## src/rtl/mem_copy_pkg.sv

```systemverilog
// Shared definitions for the mem_copy block: default widths and FSM state encoding.
package mem_copy_pkg;

  localparam int unsigned ADDR_W_DEF = 8;
  localparam int unsigned DATA_W_DEF = 64;

  // Legacy encodings kept as constants so older code comparing raw state bits still lines up.
  localparam logic [2:0] S_IDLE = 3'd0;
  localparam logic [2:0] S_RD   = 3'd1;
  localparam logic [2:0] S_CAP  = 3'd2;
  localparam logic [2:0] S_WR   = 3'd3;
  localparam logic [2:0] S_DONE = 3'd4;

  typedef enum logic [2:0] {
    IDLE = S_IDLE,
    RD   = S_RD,
    CAP  = S_CAP,
    WR   = S_WR,
    DONE = S_DONE
  } state_t;

endpackage

```

## src/rtl/mem_copy_agu.sv

```systemverilog
// Address generation for mem_copy: source/destination pointers and remaining word count.
module mem_copy_agu
  import mem_copy_pkg::*;
#(
  parameter int unsigned ADDR_W = ADDR_W_DEF
) (
  input  logic              clk,
  input  logic              rst,
  input  logic              load,
  input  logic              step,
  input  logic [ADDR_W-1:0] src,
  input  logic [ADDR_W-1:0] dst,
  input  logic [ADDR_W-1:0] len,
  output logic [ADDR_W-1:0] src_ptr,
  output logic [ADDR_W-1:0] dst_ptr,
  output logic              last
);

  logic [ADDR_W-1:0] cnt_q;

  // Latch the copy window on load; advance both pointers (wrapping) and count down per written word.
  always_ff @(posedge clk) begin
    if (rst) begin
      src_ptr <= '0;
      dst_ptr <= '0;
      cnt_q   <= '0;
    end else if (load) begin
      src_ptr <= src;
      dst_ptr <= dst;
      cnt_q   <= len;
    end else if (step) begin
      src_ptr <= src_ptr + ADDR_W'(1);
      dst_ptr <= dst_ptr + ADDR_W'(1);
      cnt_q   <= cnt_q - ADDR_W'(1);
    end
  end

  // The word currently being written is the final one.
  always_comb begin
    last = (cnt_q == ADDR_W'(1));
  end

endmodule

```

## src/rtl/mem_copy.sv

```systemverilog
// Word-by-word RAM copy engine: read, capture, write per word, then a one-cycle done pulse.
module mem_copy
  import mem_copy_pkg::*;
#(
  parameter int unsigned ADDR_W = ADDR_W_DEF,
  parameter int unsigned DATA_W = DATA_W_DEF
) (
  input  logic              clk,
  input  logic              rst,
  input  logic              start,
  input  logic [ADDR_W-1:0] src,
  input  logic [ADDR_W-1:0] dst,
  input  logic [ADDR_W-1:0] len,
  output logic              busy,
  output logic              done,
  output logic              m_cen,
  output logic              m_wen,
  output logic [ADDR_W-1:0] m_addr,
  output logic [DATA_W-1:0] m_din,
  input  logic [DATA_W-1:0] m_dout
);

  state_t            state_q;
  state_t            state_n;
  logic [DATA_W-1:0] data_q;
  logic [ADDR_W-1:0] src_ptr;
  logic [ADDR_W-1:0] dst_ptr;
  logic              last;
  logic              agu_load;
  logic              agu_step;

  assign agu_load = (state_q == IDLE) && start && (len != '0);
  assign agu_step = (state_q == WR);

  mem_copy_agu #(
    .ADDR_W(ADDR_W)
  ) u_agu (
    .clk    (clk),
    .rst    (rst),
    .load   (agu_load),
    .step   (agu_step),
    .src    (src),
    .dst    (dst),
    .len    (len),
    .src_ptr(src_ptr),
    .dst_ptr(dst_ptr),
    .last   (last)
  );

  // Next-state selection; start is only looked at in IDLE, so a pulse while busy is dropped.
  always_comb begin
    state_n = state_q;
    unique case (state_q)
      IDLE: begin
        if (start) state_n = (len == '0) ? DONE : RD;
      end
      RD:      state_n = CAP;
      CAP:     state_n = WR;
      WR:      state_n = last ? DONE : RD;
      DONE:    state_n = IDLE;
      default: state_n = IDLE;
    endcase
  end

  // State and read-data capture; reset wins over everything and aborts a copy in flight.
  always_ff @(posedge clk) begin
    if (rst) begin
      state_q <= IDLE;
      data_q  <= '0;
    end else begin
      state_q <= state_n;
      if (state_q == CAP) data_q <= m_dout;
    end
  end

  // Moore decode of the RAM port; address and data are forced to zero while the RAM is idle.
  always_comb begin
    busy   = (state_q != IDLE);
    done   = (state_q == DONE);
    m_cen  = 1'b0;
    m_wen  = 1'b0;
    m_addr = '0;
    m_din  = '0;
    if (state_q == RD) begin
      m_cen  = 1'b1;
      m_addr = src_ptr;
    end else if (state_q == WR) begin
      m_cen  = 1'b1;
      m_wen  = 1'b1;
      m_addr = dst_ptr;
      m_din  = data_q;
    end
  end

endmodule
```

## config.mk

```make
export PLATFORM = sky130hd
export DESIGN_NAME = mem_copy
export DESIGN_NICKNAME = d
export VERILOG_FILES = /design/src/rtl/mem_copy_pkg.sv /design/src/rtl/mem_copy_agu.sv /design/src/rtl/mem_copy.sv
export SDC_FILE = /design/constraint.sdc
export NUM_CORES = 1
export LEC_CHECK = 0
export ABC_CLOCK_PERIOD_IN_PS = 2650
export BUFFER_PORTS_ARGS = -buffer_cell sky130_fd_sc_hd__buf_2
export CAP_MARGIN = 20
export CORE_MARGIN = 5
export CORE_UTILIZATION = 32
export CTS_CLUSTER_SIZE = 8
export DETAILED_ROUTE_END_ITERATION = 10
export HOLD_SLACK_MARGIN = 0.03
export RECOVER_POWER = 25
export SLEW_MARGIN = 20
export SYNTH_ARGS = -nofsm -noshare
export SYNTH_HDL_FRONTEND = slang
export SYNTH_SLANG_ARGS = --single-unit
```

## constraint.sdc

```tcl
create_clock -name clk -period 2.65 [get_ports clk]
set_input_delay 0.265 -clock clk [delete_from_list [all_inputs] [get_ports clk]]
set_output_delay 0.265 -clock clk [all_outputs]
set_load 0.005 [all_outputs]
```

==> reports/summary.txt, run 1 <==
GRT Util Overall -> 15.3%
Place WS -> 0.502 ns
Startpoint types -> flip-flop
First-pass GRT wire length -> 19900 um
Clock transition at path regs -> 0.06 ns
Detailed Route Iter0 Violations -> 245
Non-filler cells, final -> 866
Ys flop type -> dfxtp_1
Power Dens Cells -> 657 nW/um^2
RSZ-0062 raised after global routing -> false
Post-synthesis sequential area ratio -> 42.9%
Mean Syn Cell Area -> 7.90 sq um
Gpl congestion -> 0.893
Post-synth top area cell -> dfxtp_1
Via-to-Cell Ratio -> 4.74
Top cell type's share of synthesized area -> 42.9%
Placed cells -> 850
Max_slew headroom -> 39.9%
Detailed Place HPWL -> 8660 um
Worst Path Max Fanout -> 42
Placed cell area -> 5230 sq um
Power Total -> 3.63 mW
Vias in the first global route -> 4121
CTS Buffer Depth -> 2
ANT nets after route -> 0
Yosys reg bits -> 91
Core Rows -> 42
Initial antenna violation count -> 0
H-Tree Level Count -> 3
Final Hold Fails -> 0
# diodes -> 0
CTS tree -> built
Post-synthesis cell count -> 537
Synth async-reset ratio -> 0%
Setup TNS -> 0 ns
Final #Nets -> 780
Max_cap viols -> 0
Layout cells sized above 1 -> 30.0%
Area growth syn-to-layout -> 30.3%
Final period util -> 86.0%
Clock Latency Late Sink -> 0.33 ns
Worst Hold Launch -> m_dout[8]
Critical Path AT -> 2.49 ns
Static leakage -> 2.39 nW
DRC Markers -> 0
Final WS setup -> 0.372 ns
Initial Util -> 32.3%
Syn nets -> 632
Clock root buffer master -> clkbuf_16
Routed WL per cell -> 13.7 um
Yosys cell types -> 41
Status -> finished, final reports clean
HP Class -> input port to flip-flop
Core area -> 13100 sq um
Final slew viol count -> 0
Vias -> 4102
R2r startpoint -> state_q[1]$_SDFFE_PP0P_
Post-CTS setup buffer count -> 0
Clock buffer count from CTS -> 9
Largest net degree at the start of global routing -> 46
Fin Hold WS -> 0.161 ns
Worst Tran Pin Value -> 0.899 ns
Design area -> 5530 sq um
Die height -> 125 um
CP Capture Type -> flip-flop
I/O Buffers -> 166
Start point of the critical path -> state_q[1]$_SDFFE_PP0P_
Number of hold buffers added after cts -> 0
Post-synth EDFFs -> 0
Max VDD drop -> 0.224 mV
Crit path kind -> flip-flop to flip-flop
FMAX -> 0.439 GHz
TritonCTS Sinks -> 91
Post-CTS sizing -> 0
Top Ports -> 167
Gr ovfl total -> 0
Die area -> 15700 sq um
Worst path required time -> 2.86 ns
Mapped cell area -> 4240 sq um
Die W -> 125 um
# setup viols final -> 0
Layout Utilization -> 42.1%
Final min period -> 2.28 ns
Ranking of synthesized cells by area -> dfxtp_1 (43%), nand2_1 (12%), and2_1 (9.9%), a21oi_1 (8.7%), a211oi_2 (2.9%)
Layout Skew -> 0.00537 ns
WL final -> 11800 um
Worst reg-to-reg setup slack -> 0.37 ns
Synth Warn # -> 0
First-pass DRT Iterations -> 4
-- placed cells by master (no fill, tap or decap), types with 2 or more instances in the layout --
| cell | Yosys | routed |
|---|---|---|
| buf_2 | 5 | 157 |
| nand2_1 | 134 | 133 |
| dfxtp_1 | 91 | 91 |
| a21oi_1 | 74 | 74 |
| and2_1 | 67 | 66 |
| nor2_1 | 25 | 25 |
| nand3_1 | 14 | 14 |
| mux2i_1 | 10 | 10 |
| a211oi_2 | 10 | 10 |
| nand4_1 | 10 | 10 |
| clkbuf_16 | 0 | 9 |
| buf_4 | 1 | 9 |
| xor2_1 | 8 | 8 |
| a2bb2oi_1 | 6 | 6 |
| clkbuf_1 | 24 | 6 |
| a31oi_1 | 5 | 5 |
| or3_1 | 4 | 4 |
| nor3_1 | 4 | 4 |
| ha_1 | 4 | 4 |
| clkbuf_2 | 1 | 4 |
| inv_1 | 3 | 3 |
| xnor2_1 | 3 | 3 |
| clkbuf_8 | 0 | 3 |
| or4_4 | 2 | 2 |
| o21ai_0 | 2 | 2 |
| and4_1 | 2 | 2 |
| o21a_1 | 2 | 2 |
| and3_1 | 2 | 2 |
| a22oi_1 | 2 | 2 |
| clkinv_2 | 0 | 2 |
| buf_12 | 0 | 2 |
-- critical path, stage by stage, from the launching register on --
cell      delay, ns
dfxtp_1        0.44
clkbuf_1       0.65
nand2_2        0.53
buf_12         0.35
nand2_1        0.09
a21oi_1        0.06
-- where the power goes --
| part | switching [mW] | internal [mW] | total [mW] |
|---|---|---|---|
| combinational | 0.406 | 0.277 | 0.684 |
| clock | 0.523 | 0.805 | 1.33 |
| sequential | 0.108 | 1.51 | 1.62 |
| total | 1.04 | 2.59 | 3.63 |
-- kinds of logic after synthesis --
family	share of synthesized area, %
AO/OA/AOI/OAI	15.7
buffers and inverters	4.60
AND/OR/NAND/NOR	30.9
flip-flops	42.9
adder cells (fa/ha/maj)	1.18
XOR/XNOR	2.27
multiplexers	2.36
-- routing by layer --
| layer | up-vias | share of wire, % | track usage, % |
|---|---|---|---|
| met1 | 1891 | 45 | 19.6 |
| met5 | - | 0 | 0 |
| met2 | 113 | 47 | 24.5 |
| met4 | 0 | 1.2 | 5.42 |
| met3 | 10 | 6.6 | 4.43 |
| li1 | 2088 | - | - |
-- layout make-up --
type	instances	area [sq um]
Tap cell	176	220
Inverter	4	15.0
Timing Repair Buffer	178	936
Fill cell	1349	7610
Clock buffer	12	267
Clock inverter	4	47.5
Sequential cell	91	1820
Multi-Input combinational cell	401	2220
-- worst paths after layout --
check / to / cells after the start
worst max-delay path: data_q[11]$_SDFFE_PP0N_ / 5
worst min-delay path: data_q[8]$_SDFFE_PP0N_ / 3
worst max register to register: data_q[11]$_SDFFE_PP0N_ / 5
worst min register to register: data_q[48]$_SDFFE_PP0N_ / 2
-- registers in the layout, summed over array words and instances, names as in the netlist --
signal         flops
data_q            64
u_agu.cnt_q        8
u_agu.dst_ptr      8
u_agu.src_ptr      8
state_q            3
-- synth_stat cells, types with 2 or more instances --
master	instances
nand2_1	134
dfxtp_1	91
a21oi_1	74
and2_1	67
nor2_1	25
clkbuf_1	24
nand3_1	14
a211oi_2	10
mux2i_1	10
nand4_1	10
buf_1	8
xor2_1	8
a2bb2oi_1	6
a31oi_1	5
buf_2	5
ha_1	4
nor3_1	4
or3_1	4
inv_1	3
xnor2_1	3
a22oi_1	2
and3_1	2
and4_1	2
buf_6	2
o21a_1	2
o21ai_0	2
or4_4	2
(Power assumes the default switching activity.)
==> run 2, diff against run 1 <==
--- a/config.mk
+++ b/config.mk
@@ -8,7 +8,6 @@
 export ABC_CLOCK_PERIOD_IN_PS = 2650
 export BUFFER_PORTS_ARGS = -buffer_cell sky130_fd_sc_hd__buf_2
 export CAP_MARGIN = 20
-export CORE_MARGIN = 5
 export CORE_UTILIZATION = 32
 export CTS_CLUSTER_SIZE = 8
 export DETAILED_ROUTE_END_ITERATION = 10
==> reports/summary.txt, run 2 (synthesis results as in run 1) <==
Status -> finished, final reports clean
Largest net degree at the start of global routing -> 60
Gpl congestion -> 0.811
TritonCTS Sinks -> 91
Startpoint types -> flip-flop
Power Dens Cells -> 630 nW/um^2
Static leakage -> 2.38 nW
Final period util -> 84.8%
WL final -> 11300 um
Max_cap viols -> 0
FMAX -> 0.445 GHz
GRT Util Overall -> 17.0%
Max VDD drop -> 0.295 mV
Max_slew headroom -> 45.1%
Core area -> 12800 sq um
R2r startpoint -> state_q[1]$_SDFFE_PP0P_
H-Tree Level Count -> 3
Clock Latency Late Sink -> 0.34 ns
Post-CTS sizing -> 0
DRC Markers -> 0
Final min period -> 2.25 ns
Top Ports -> 167
Post-CTS setup buffer count -> 0
Final Hold Fails -> 0
Worst path required time -> 2.38 ns
Initial Util -> 33.2%
Crit path kind -> flip-flop to output port
Die height -> 117 um
Top reg by flops -> data_q
# diodes -> 0
Layout cells sized above 1 -> 29.9%
Worst Tran Pin Value -> 0.823 ns
Die area -> 13700 sq um
Worst Hold Launch -> m_dout[22]
Setup TNS -> 0 ns
Via-to-Cell Ratio -> 4.79
Gr ovfl total -> 0
Power Total -> 3.44 mW
Initial antenna violation count -> 0
# setup viols final -> 0
I/O Buffers -> 166
Fillers -> 1316
Core Rows -> 41
Worst Path Max Fanout -> 27
CTS Buffer Depth -> 2
Area growth syn-to-layout -> 28.8%
Layout Utilization -> 42.8%
Number of hold buffers added after cts -> 0
Vias in the first global route -> 3920
Die W -> 117 um
Largest register FFs -> 64
Vias -> 4111
First-pass GRT wire length -> 17800 um
Critical Path AT -> 1.98 ns
Final #Nets -> 779
ANT nets after route -> 0
Clock buffer count from CTS -> 9
CTS tree -> built
Detailed Route Iter0 Violations -> 136
Detailed Place HPWL -> 7890 um
HP Class -> input port to flip-flop
RSZ-0062 raised after global routing -> false
Clock root buffer master -> clkbuf_16
Clock transition at path regs -> 0.06 ns
Most common cell after layout, fill and taps aside -> buf_2
Final slew viol count -> 0
Routed WL per cell -> 13.2 um
CP Capture Type -> output port
First-pass DRT Iterations -> 4
Layout Skew -> 0.00264 ns
Start point of the critical path -> state_q[0]$_SDFFE_PP0P_
Most frequent cells in the layout -> buf_2 (165), nand2_1 (133), dfxtp_1 (91)
run 2: metrics by stage:
stage / hold WS [ns] / cells / area [sq um] / worst slack, ns
CTS: 0.144 / 858 / 5470 / 0.380
finish: 0.157 / 858 / 5460 / 0.403
global placement: 0.436 / 845 / 5220 / 0.709
global route: 0.147 / 858 / 5460 / 0.221
floorplan: 0.401 / 537 / 4240 / 1.06
detailed placement: 0.442 / 845 / 5220 / 0.667
run 2: area by class of cell:
| class | instances | area [sq um] | area share, % |
|---|---|---|---|
| clock buffer | 13 | 250 | 4.58 |
| inverter | 4 | 15.0 | 0.275 |
| multi-input combinational | 401 | 2230 | 40.8 |
| sequential | 91 | 1820 | 33.3 |
| tap | 172 | 215 | 3.94 |
| timing repair buffer | 177 | 932 | 17.1 |
run 2: routing by layer:
metal | vias up | share of wire [%] | GRT usage (%)
li1 | 2077 | - | -
met1 | 1891 | 44 | 19.4
met2 | 125 | 48 | 29.2
met3 | 18 | 5.9 | 4.89
met4 | 0 | 2.3 | 7.93
met5 | - | 0 | 0
run 2: worst max-delay path, stage by stage, from the launching register on:
cell and delay [ns]:
dfxtp_1 0.51, nand3b_1 0.16, inv_2 0.35, buf_4 0.32, and2_1 0.17, buf_2 0.11
run 2: final timing paths:
check / endpoint / cells after the start / slack [ns]
setup / recovery: m_din[39] / 5 / 0.40
hold / removal: data_q[22]$_SDFFE_PP0N_ / 3 / 0.16
setup reg to reg: data_q[41]$_SDFFE_PP0N_ / 5 / 0.52
hold reg to reg: data_q[1]$_SDFFE_PP0N_ / 2 / 0.45
run 2: where the power goes:
group / internal, mW / total, mW / switching (mW) / leakage (nW)
combinational: 0.275 / 0.680 / 0.405 / 1.52
sequential: 1.51 / 1.62 / 0.111 / 0.743
clock: 0.646 / 1.14 / 0.490 / 0.122
